File: src/rtl/dram_arb_pkg.sv
// Shared widths, FSM encoding and a small wrap helper for the DRAM request arbiter.
package dram_arb_pkg;

  localparam int ADDR_UPPER_W  = 13;
  localparam int ADDR_COMMON_W = 9;
  localparam int LANE_W        = 128;

  typedef enum logic [1:0] {
    IDLE = 2'd0,
    BUSY = 2'd1,
    DONE = 2'd2
  } arb_state_e;

  function automatic int wrap_inc(input int v, input int n);
    return (v + 1 >= n) ? 0 : v + 1;
  endfunction

endpackage

File: src/rtl/rr_priority_picker.sv
// Combinational round-robin picker: first set request at or after rr_ptr, wrapping modulo NUM_REQ.
module rr_priority_picker #(
  parameter int NUM_REQ = 2,
  parameter int IDX_W   = 1
) (
  input  logic [NUM_REQ-1:0] req,
  input  logic [IDX_W-1:0]   rr_ptr,
  output logic               found,
  output logic [IDX_W-1:0]   index
);

  int               pos;
  logic [IDX_W-1:0] pos_idx;

  always_comb begin
    found   = 1'b0;
    index   = '0;
    pos     = 0;
    pos_idx = '0;
    for (int k = 0; k < NUM_REQ; k++) begin
      pos     = (int'(rr_ptr) + k) % NUM_REQ;
      pos_idx = IDX_W'(pos);
      if (!found && req[pos_idx]) begin
        found = 1'b1;
        index = pos_idx;
      end
    end
  end

endmodule

File: src/rtl/dram_request_arbiter.sv
// Round-robin arbiter sharing the DRAM read/writeback controller port among NUM_REQ requesters.
// Define DRAM_ARB_PERF_EN to add per-requester grant counters and a saturating max-wait register.
//
// state | meaning
// IDLE  | no transaction; choose next requester round-robin and fire the read pulse
// BUSY  | controller owns the granted requester's address/data; waiting for its ack
// DONE  | req_ack pulse to the granted requester; rdata valid
module dram_request_arbiter
  import dram_arb_pkg::*;
#(
  parameter int NUM_REQ = 2,
  parameter int IDX_W   = (NUM_REQ > 1) ? $clog2(NUM_REQ) : 1
) (
  input  logic                             main_clk,
  input  logic                             main_rst_n,
  input  logic [NUM_REQ-1:0]               req_valid,
  input  logic [NUM_REQ*ADDR_UPPER_W-1:0]  req_addr_read_upper,
  input  logic [NUM_REQ*ADDR_UPPER_W-1:0]  req_addr_write_upper,
  input  logic [NUM_REQ*ADDR_COMMON_W-1:0] req_addr_common,
  input  logic [NUM_REQ-1:0]               req_dirty,
  input  logic [NUM_REQ*LANE_W-1:0]        req_wdata,
  output logic [NUM_REQ-1:0]               req_ack,
  output logic [LANE_W-1:0]                rdata,
  output logic [ADDR_UPPER_W-1:0]          ctrl_addr_read,
  output logic [ADDR_UPPER_W-1:0]          ctrl_addr_write,
  output logic [ADDR_COMMON_W-1:0]         ctrl_addr_common,
  output logic [LANE_W-1:0]                ctrl_wdata,
  output logic                             ctrl_dirty,
  output logic                             ctrl_req_pulse,
  input  logic                             ctrl_ack_pulse,
  input  logic [LANE_W-1:0]                ctrl_rdata
`ifdef DRAM_ARB_PERF_EN
  ,
  output logic [NUM_REQ*32-1:0]            perf_grants,
  output logic [15:0]                      perf_max_wait
`endif
);

  localparam logic [NUM_REQ-1:0] ACK_ONE = NUM_REQ'(1);

  arb_state_e         state_q, state_d;
  logic [IDX_W-1:0]   grant_q, grant_d;
  logic [IDX_W-1:0]   rr_ptr_q, rr_ptr_d;
  logic               req_pulse_q, req_pulse_d;
  logic [NUM_REQ-1:0] req_ack_q, req_ack_d;
  logic               pick_found;
  logic [IDX_W-1:0]   pick_idx;

  rr_priority_picker #(
    .NUM_REQ (NUM_REQ),
    .IDX_W   (IDX_W)
  ) u_picker (
    .req    (req_valid),
    .rr_ptr (rr_ptr_q),
    .found  (pick_found),
    .index  (pick_idx)
  );

  always_ff @(posedge main_clk or negedge main_rst_n) begin
    if (!main_rst_n) begin
      state_q     <= IDLE;
      grant_q     <= '0;
      rr_ptr_q    <= '0;
      req_pulse_q <= 1'b0;
      req_ack_q   <= '0;
    end else begin
      state_q     <= state_d;
      grant_q     <= grant_d;
      rr_ptr_q    <= rr_ptr_d;
      req_pulse_q <= req_pulse_d;
      req_ack_q   <= req_ack_d;
    end
  end

  // Acks outside BUSY fall through untouched: after a mid-transaction reset the
  // controller still finishes and its late ack must not reach any requester.
  always_comb begin
    state_d     = state_q;
    grant_d     = grant_q;
    rr_ptr_d    = rr_ptr_q;
    req_pulse_d = 1'b0;
    req_ack_d   = '0;
    unique case (state_q)
      IDLE: begin
        if (pick_found) begin
          grant_d     = pick_idx;
          rr_ptr_d    = IDX_W'(wrap_inc(int'(pick_idx), NUM_REQ));
          req_pulse_d = 1'b1;
          state_d     = BUSY;
        end
      end
      BUSY: begin
        if (ctrl_ack_pulse) begin
          req_ack_d = ACK_ONE << grant_q;
          state_d   = DONE;
        end
      end
      DONE: state_d = IDLE;
      default: state_d = IDLE;
    endcase
  end

  // grant_q only moves in IDLE, so the controller-facing mux is frozen from the
  // read pulse through the ack cycle without extra holding registers.
  always_comb begin
    ctrl_addr_read   = req_addr_read_upper[int'(grant_q)*ADDR_UPPER_W +: ADDR_UPPER_W];
    ctrl_addr_write  = req_addr_write_upper[int'(grant_q)*ADDR_UPPER_W +: ADDR_UPPER_W];
    ctrl_addr_common = req_addr_common[int'(grant_q)*ADDR_COMMON_W +: ADDR_COMMON_W];
    ctrl_wdata       = req_wdata[int'(grant_q)*LANE_W +: LANE_W];
    ctrl_dirty       = req_dirty[grant_q];
  end

  assign ctrl_req_pulse = req_pulse_q;
  assign req_ack        = req_ack_q;
  assign rdata          = ctrl_rdata;

`ifdef DRAM_ARB_PERF_EN
  logic [NUM_REQ*32-1:0] grants_q, grants_d;
  logic [15:0]           wait_q [NUM_REQ];
  logic [15:0]           wait_d [NUM_REQ];
  logic [15:0]           max_wait_q, max_wait_d;

  always_ff @(posedge main_clk or negedge main_rst_n) begin
    if (!main_rst_n) begin
      grants_q   <= '0;
      max_wait_q <= '0;
      for (int i = 0; i < NUM_REQ; i++) wait_q[i] <= '0;
    end else begin
      grants_q   <= grants_d;
      max_wait_q <= max_wait_d;
      for (int i = 0; i < NUM_REQ; i++) wait_q[i] <= wait_d[i];
    end
  end

  // wait_q[i] holds cycles since req_valid[i] rose; it is sampled in the ack cycle
  // and restarts there so a requester that keeps valid high is timed afresh.
  always_comb begin
    grants_d   = grants_q;
    max_wait_d = max_wait_q;
    for (int i = 0; i < NUM_REQ; i++) begin
      if (!req_valid[i] || req_ack_q[i]) begin
        wait_d[i] = '0;
      end else if (wait_q[i] != 16'hFFFF) begin
        wait_d[i] = wait_q[i] + 16'd1;
      end else begin
        wait_d[i] = wait_q[i];
      end
      if (req_ack_q[i] && (wait_q[i] > max_wait_d)) max_wait_d = wait_q[i];
    end
    if ((state_q == IDLE) && pick_found) begin
      grants_d[int'(pick_idx)*32 +: 32] = grants_q[int'(pick_idx)*32 +: 32] + 32'd1;
    end
  end

  assign perf_grants   = grants_q;
  assign perf_max_wait = max_wait_q;
`endif

endmodule

File: config.mk
export PLATFORM = sky130hd
export DESIGN_NAME = dram_request_arbiter
export DESIGN_NICKNAME = d
export VERILOG_FILES = /design/src/rtl/dram_arb_pkg.sv /design/src/rtl/rr_priority_picker.sv /design/src/rtl/dram_request_arbiter.sv
export SDC_FILE = /design/constraint.sdc
export NUM_CORES = 1
export LEC_CHECK = 0
export ABC_AREA = 1
export CAP_MARGIN = 20
export CORE_AREA = 2 2 293 295
export DETAILED_ROUTE_END_ITERATION = 8
export DIE_AREA = 0 0 295 297
export GPL_TIMING_DRIVEN = 0
export PLACE_DENSITY = 0.3
export RECOVER_POWER = 25
export SETUP_SLACK_MARGIN = 0.3
export SLEW_MARGIN = 25
export SYNTH_ARGS = -nofsm -noshare
export SYNTH_HDL_FRONTEND = slang
export SYNTH_SLANG_ARGS = --single-unit
File: constraint.sdc
create_clock -name main_clk -period 1.75 [get_ports main_clk]
set_input_delay 0.35 -clock main_clk [delete_from_list [all_inputs] [get_ports main_clk]]
set_output_delay 0.35 -clock main_clk [all_outputs]
set_load 0.03 [all_outputs]
==> reports/results.tsv, run 1 <==
metric	value	unit
status	complete, but fails checks	
failed_checks	negative setup slack	
synthCells	687	
reg2reg_depth	6	
rsz0062_at_grt	yes	
drt_iter0_drc	129	
dp.cells	2458	
cts.htree.levels	1	
finalSetupTns	-19870	ps
hold_class	in -> async	
final_cell_count_no_fill	2516	
ys_warn_count	0	
maxCapViolCount	0	
place.gp.congestion	0.7765	
die_w	295	um
grt_pass1_vias	7130	
postPlaceCellArea	11090	um2
fmax	0.4986	GHz
synthesis.area	3387	um2
viasPerCell	2.676	
cp_slowest_cell	dfrtp_1	
worst_path_most_repeated_cell	buf_6	
skew	0.9674	ps
die_h	297	um
syn_area_per_cell	4.930	um2
r2r_setup_slack	470	ps
grt_pass1_wl	56.33	mm
numClockSinks	7	
ant_nets	0	
slew_headroom	69.28	%
path_clk_slew	40	ps
cp_cell_sequence	buf_6 > inv_8 > buf_12 > buf_12 > buf_8 > buf_8 > buf_6 > buf_6 > nand2_2 > nand2_2 > buf_6	
drc	0	
place_hpwl	39.03	mm
grt_use_total	9.138	%
cp-end-kind	output port	
ioPinCount	756	
final_common_cell	clkdlybuf4s50_1	
hold_viol	0	
crit_type	reg -> out	
setup_violations	160	
drive_gt1_share	37.57	%
dr.pass1.iters	4	
final_cell_mix	clkdlybuf4s50_1, nand2_1, buf_4	
worst_slack	-255.6	ps
slew_violations	0	
power.leakage	5.888	nW
cts_root_buf	clkbuf_16	
start_kind	register	
grt_max_degree	11	
ys_seq_area_share	5.172	%
nNetsFinal	1830	
clock_path_buffers	2	
synth-seq-cells	7	
routed_wl	44.70	mm
tritoncts	done	
crit_required	1400	ps
coreArea	84480	um2
fin_crit	2006	ps
grt-ovfl-total	0	
fin_crit_sh	114.6	%
numCtsBuffers	3	
die-area	87620	um2
routedWlPerCell	17.77	um
syn2layout_area_growth	274.5	%
rr_endpoint	req_ack[0]$_DFF_PN0_	
antenna_found_initial	20	
initial_core_util	4.009	%
dr_total_vias	6733	
irDropWorstVdd	0.6074	mV
num_rows	107	
crit_path_max_fanout	5	
ys_types	11	
fin_area	12690	um2
fin_util	15.02	%
max_stage_delay	330	ps
clk_latency	230	ps
postCtsHoldBufs	0	
crit-reg2reg-launch	grant_q$_DFFE_PN0P_	
syn-num-nets	1148	
worstMarginPinSlew	462.7	ps
numPortBuffers	627	
p_per_area	1283	nW/um2
critPathArrivalTime	1660	ps
==> metal layers <==
| metal | track usage, % | part of all wire, % | vias up |
|---|---|---|---|
| li1 | - | - | 3266 |
| met5 | 0 | 0.092 | - |
| met4 | 0.8868 | 0.76 | 6 |
| met3 | 2.383 | 7.8 | 34 |
| met1 | 10.59 | 40 | 2971 |
| met2 | 17.14 | 51 | 456 |
==> where the power goes <==
group / switching [mW] / total, mW / internal (mW)
clock network: 0.0914 / 0.395 / 0.304
registers: 0.0263 / 0.251 / 0.225
logic: 8.75 / 15.6 / 6.88
total: 8.86 / 16.3 / 7.41
==> worst max-delay path: cells and delay by family (launching register included) <==
kind,cells,cell delay (ps)
buffers and inverters,9,1000
DFF,1,330
and+or+nand+nor,2,100
==> metrics by stage <==
step	worst slack, ps	power [mW]	hold WS (ps)
6_report	-255.6	16.27	466.6
5_1_grt	-307.8	17.35	486.0
4_1_cts	-358.9	14.59	408.2
3_5_place_dp	-783.4	12.84	468.6
3_3_place_gp	-779.2	12.92	465.2
2_1_floorplan	327.4	6.734	54.41
==> synthesized netlist by cell type <==
library cell    n  area share, %
nor3_1          2           0.30
o21ai_0         1           0.15
inv_1           6           0.66
nor2_1          2           0.22
inv_4           1           0.18
dfrtp_1         7            5.2
buf_6          13            4.3
nand3_1         2           0.30
buf_4         145             32
buf_2           7            1.0
nand2_1       501             56
==> cells by family (layout without fill, tap and decap cells) <==
logic type	Yosys count	count (layout)	synth area share, %
AOI/OAI and AO/OA	1	1	0.1476
buffers and inverters	172	853	38.34
DFF	7	7	5.172
other	0	4	0
and+or+nand+nor	507	507	56.34
==> layout make-up <==
type	instances	area (um2)
Antenna cell	4	10.01
Fill cell	9796	71790
Timing Repair Buffer	677	6838
Multi-Input combinational cell	508	2544
Inverter	7	33.78
Buffer	165	1575
Tap cell	1144	1431
Sequential cell	7	175.2
Clock buffer	4	78.83
==> timing repair <==
action / 4_1_cts / 5_1_grt
hold endpoints to repair: 0 / 0
pin swaps: 14 / 22
cloned: 1 / 9
resized for setup: 992 / 433
setup buffers: 23 / 17
setup endpoints to repair: 195 / 189
==> worst max-delay path by stage <==
stage | startpoint | end | depth (start not counted)
after floorplan | grant_q$_DFFE_PN0P_ | ctrl_addr_common[0] | 6
final | grant_q$_DFFE_PN0P_ | ctrl_wdata[25] | 11
after global routing | grant_q$_DFFE_PN0P_ | ctrl_wdata[32] | 7
after detailed placement | grant_q$_DFFE_PN0P_ | ctrl_wdata[38] | 7
after CTS | grant_q$_DFFE_PN0P_ | ctrl_wdata[67] | 7
after global placement | grant_q$_DFFE_PN0P_ | ctrl_wdata[38] | 7
No activity file was read; power rests on OpenSTA's default activity.
==> run 2: changes to the inputs <==
==> constraint.sdc (replaced) <==
create_clock -name main_clk -period 2.45 [get_ports main_clk]
set_input_delay 0.49 -clock main_clk [delete_from_list [all_inputs] [get_ports main_clk]]
set_output_delay 0.49 -clock main_clk [all_outputs]
set_load 0.03 [all_outputs]
==> run 2 against run 1 <==
The flow now finishes without violations. Power decreased by 47%. Global-route usage decreased by 0.14 points. Via count fell by 3.7%. Clock-buffer cell count unchanged. First-iteration DRC count up 11%. Clock power down 29%. Sequential share of layout area is 0.25 points higher.
==> reports/results.tsv, run 2 (synthesis gave the netlist of run 1 again) <==
metric	value	unit	change
dr_total_vias	6484		-3.7%
setup_violations	0		-100%
numClockSinks	7		unchanged
skew	1.897	ps	+0.9296 ps
crit_type	reg -> out		
postPlaceCellArea	11090	um2	unchanged
worstMarginPinSlew	465.2	ps	+2.548 ps
routed_wl	43.11	mm	-3.6%
drive_gt1_share	25.23	%	-12 points
place_hpwl	39.03	mm	unchanged
clock_path_buffers	2		unchanged
coreArea	84480	um2	unchanged
critPathArrivalTime	1640	ps	-20 ps
p_per_area	804.6	nW/um2	-37%
grt_pass1_vias	7007		-1.7%
cp-end-kind	output port		
reg2reg_depth	4		-2
antenna_found_initial	20		unchanged
fin_crit_sh	87.10	%	
rsz0062_at_grt	yes		
numCtsBuffers	3		unchanged
fmax	0.4686	GHz	
ioPinCount	756		unchanged
met2_length	21.65	mm	-5.4%
status	finished clean		
path_clk_slew	40	ps	about the same
grt_use_total	8.999	%	-0.14 points
die_w	295	um	unchanged
rr_endpoint	req_ack[1]$_DFF_PN0_		
crit-reg2reg-launch	grant_q$_DFFE_PN0P_		
finalSetupTns	0	ps	+19870 ps
place.gp.congestion	0.7765		unchanged
drt_iter0_drc	143		+11%
drc	0		unchanged
die_h	297	um	unchanged
grt_pass1_wl	55.46	mm	-1.6%
grt_max_degree	11		unchanged
met3_length	3.524	mm	+0.86%
fin_crit	2134	ps	
irDropWorstVdd	0.3336	mV	-45%
viasPerCell	2.627		-1.8%
top_layer_used	met5		
cts.htree.levels	1		unchanged
post-cts-setup-buffers	0		-100%
ant_nets	0		unchanged
grt-ovfl-total	0		unchanged
tritoncts	done		
syn2layout_area_growth	217.9	%	
num_rows	107		unchanged
hold_viol	0		unchanged
fin_area	10770	um2	-15%
crit_path_max_fanout	10		+5
routedWlPerCell	17.47	um	-1.7%
m1WireLength	17.59	mm	-1.9%
maxCapViolCount	0		unchanged
power.leakage	5.058	nW	-14%
slew_headroom	68.89	%	-0.39 points
clk_latency	230	ps	about the same
numPortBuffers	627		unchanged
nNetsFinal	1782		-2.6%
final_cell_mix	nand2_1, clkdlybuf4s50_1, buf_4		
dr.pass1.iters	4		unchanged
initial_core_util	4.009	%	unchanged
die-area	87620	um2	unchanged
hold_depth	2		
start_kind	register		
cts_root_buf	clkbuf_16		
slew_violations	0		unchanged
hold_class	reg -> reg		
r2r_setup_slack	1460	ps	+990 ps
final_common_cell	nand2_1		
crit_required	1960	ps	+560 ps
-- run 2: through the flow --
step | instances | worst slack (ps) | hold WS [ps] | power, mW | util, %
global placement | 2458 | -219.2 | 465.2 | 9.229 | 13.13
detailed placement | 2458 | -223.4 | 468.6 | 9.174 | 13.13
finish | 2468 | 316.0 | 477.3 | 8.664 | 12.75
floorplan | 687 | 887.4 | 194.4 | 4.810 | -
CTS | 2462 | 88.25 | 475.9 | 9.229 | 13.41
global route | 2466 | 201.6 | 486.0 | 9.372 | 12.74
-- run 2: critical path, stage by stage, from the launching register on --
cell and delay, ps:
dfrtp_1 350, buf_4 170, inv_8 100, clkbuf_16 180
buf_6 140, nand2_1 50, nand2_1 90, clkdlybuf4s15_2 320
-- run 2: repair_timing --
item | CTS | global route
gates cloned | 0 | 2
hold buffers | 0 | 0
endpoints found under the setup margin | 164 | 134
gates resized for setup | 518 | 293
-- run 2: how the worst max path moves through the flow --
stage	start	end
3_3_place_gp	grant_q$_DFFE_PN0P_	ctrl_wdata[38]
3_5_place_dp	grant_q$_DFFE_PN0P_	ctrl_wdata[38]
2_1_floorplan	grant_q$_DFFE_PN0P_	ctrl_addr_common[0]
6_report	grant_q$_DFFE_PN0P_	ctrl_wdata[112]
5_1_grt	grant_q$_DFFE_PN0P_	ctrl_wdata[112]
4_1_cts	grant_q$_DFFE_PN0P_	ctrl_wdata[123]
-- run 2: layout make-up --
type                            instances  area (um2)
Timing Repair Buffer                  629        5714
Buffer                                165        1391
Sequential cell                         7       175.2
Multi-Input combinational cell        508        1933
Fill cell                            9936       73710
Inverter                                7       33.78
Tap cell                             1144        1431
Clock buffer                            4       78.83
Antenna cell                            4       10.01
-- run 2: report_power, final --
part           internal, mW  leakage, nW  switching (mW)
logic                  2.79         4.93            5.41
registers             0.161       0.0893          0.0177
clock network         0.217       0.0382          0.0631
-- run 2: layer usage --
layer,vias to the layer above,track usage [%]
met5,-,0
met4,6,0.7896
met3,30,2.204
met2,456,16.89
met1,2823,10.54
li1,3169,-
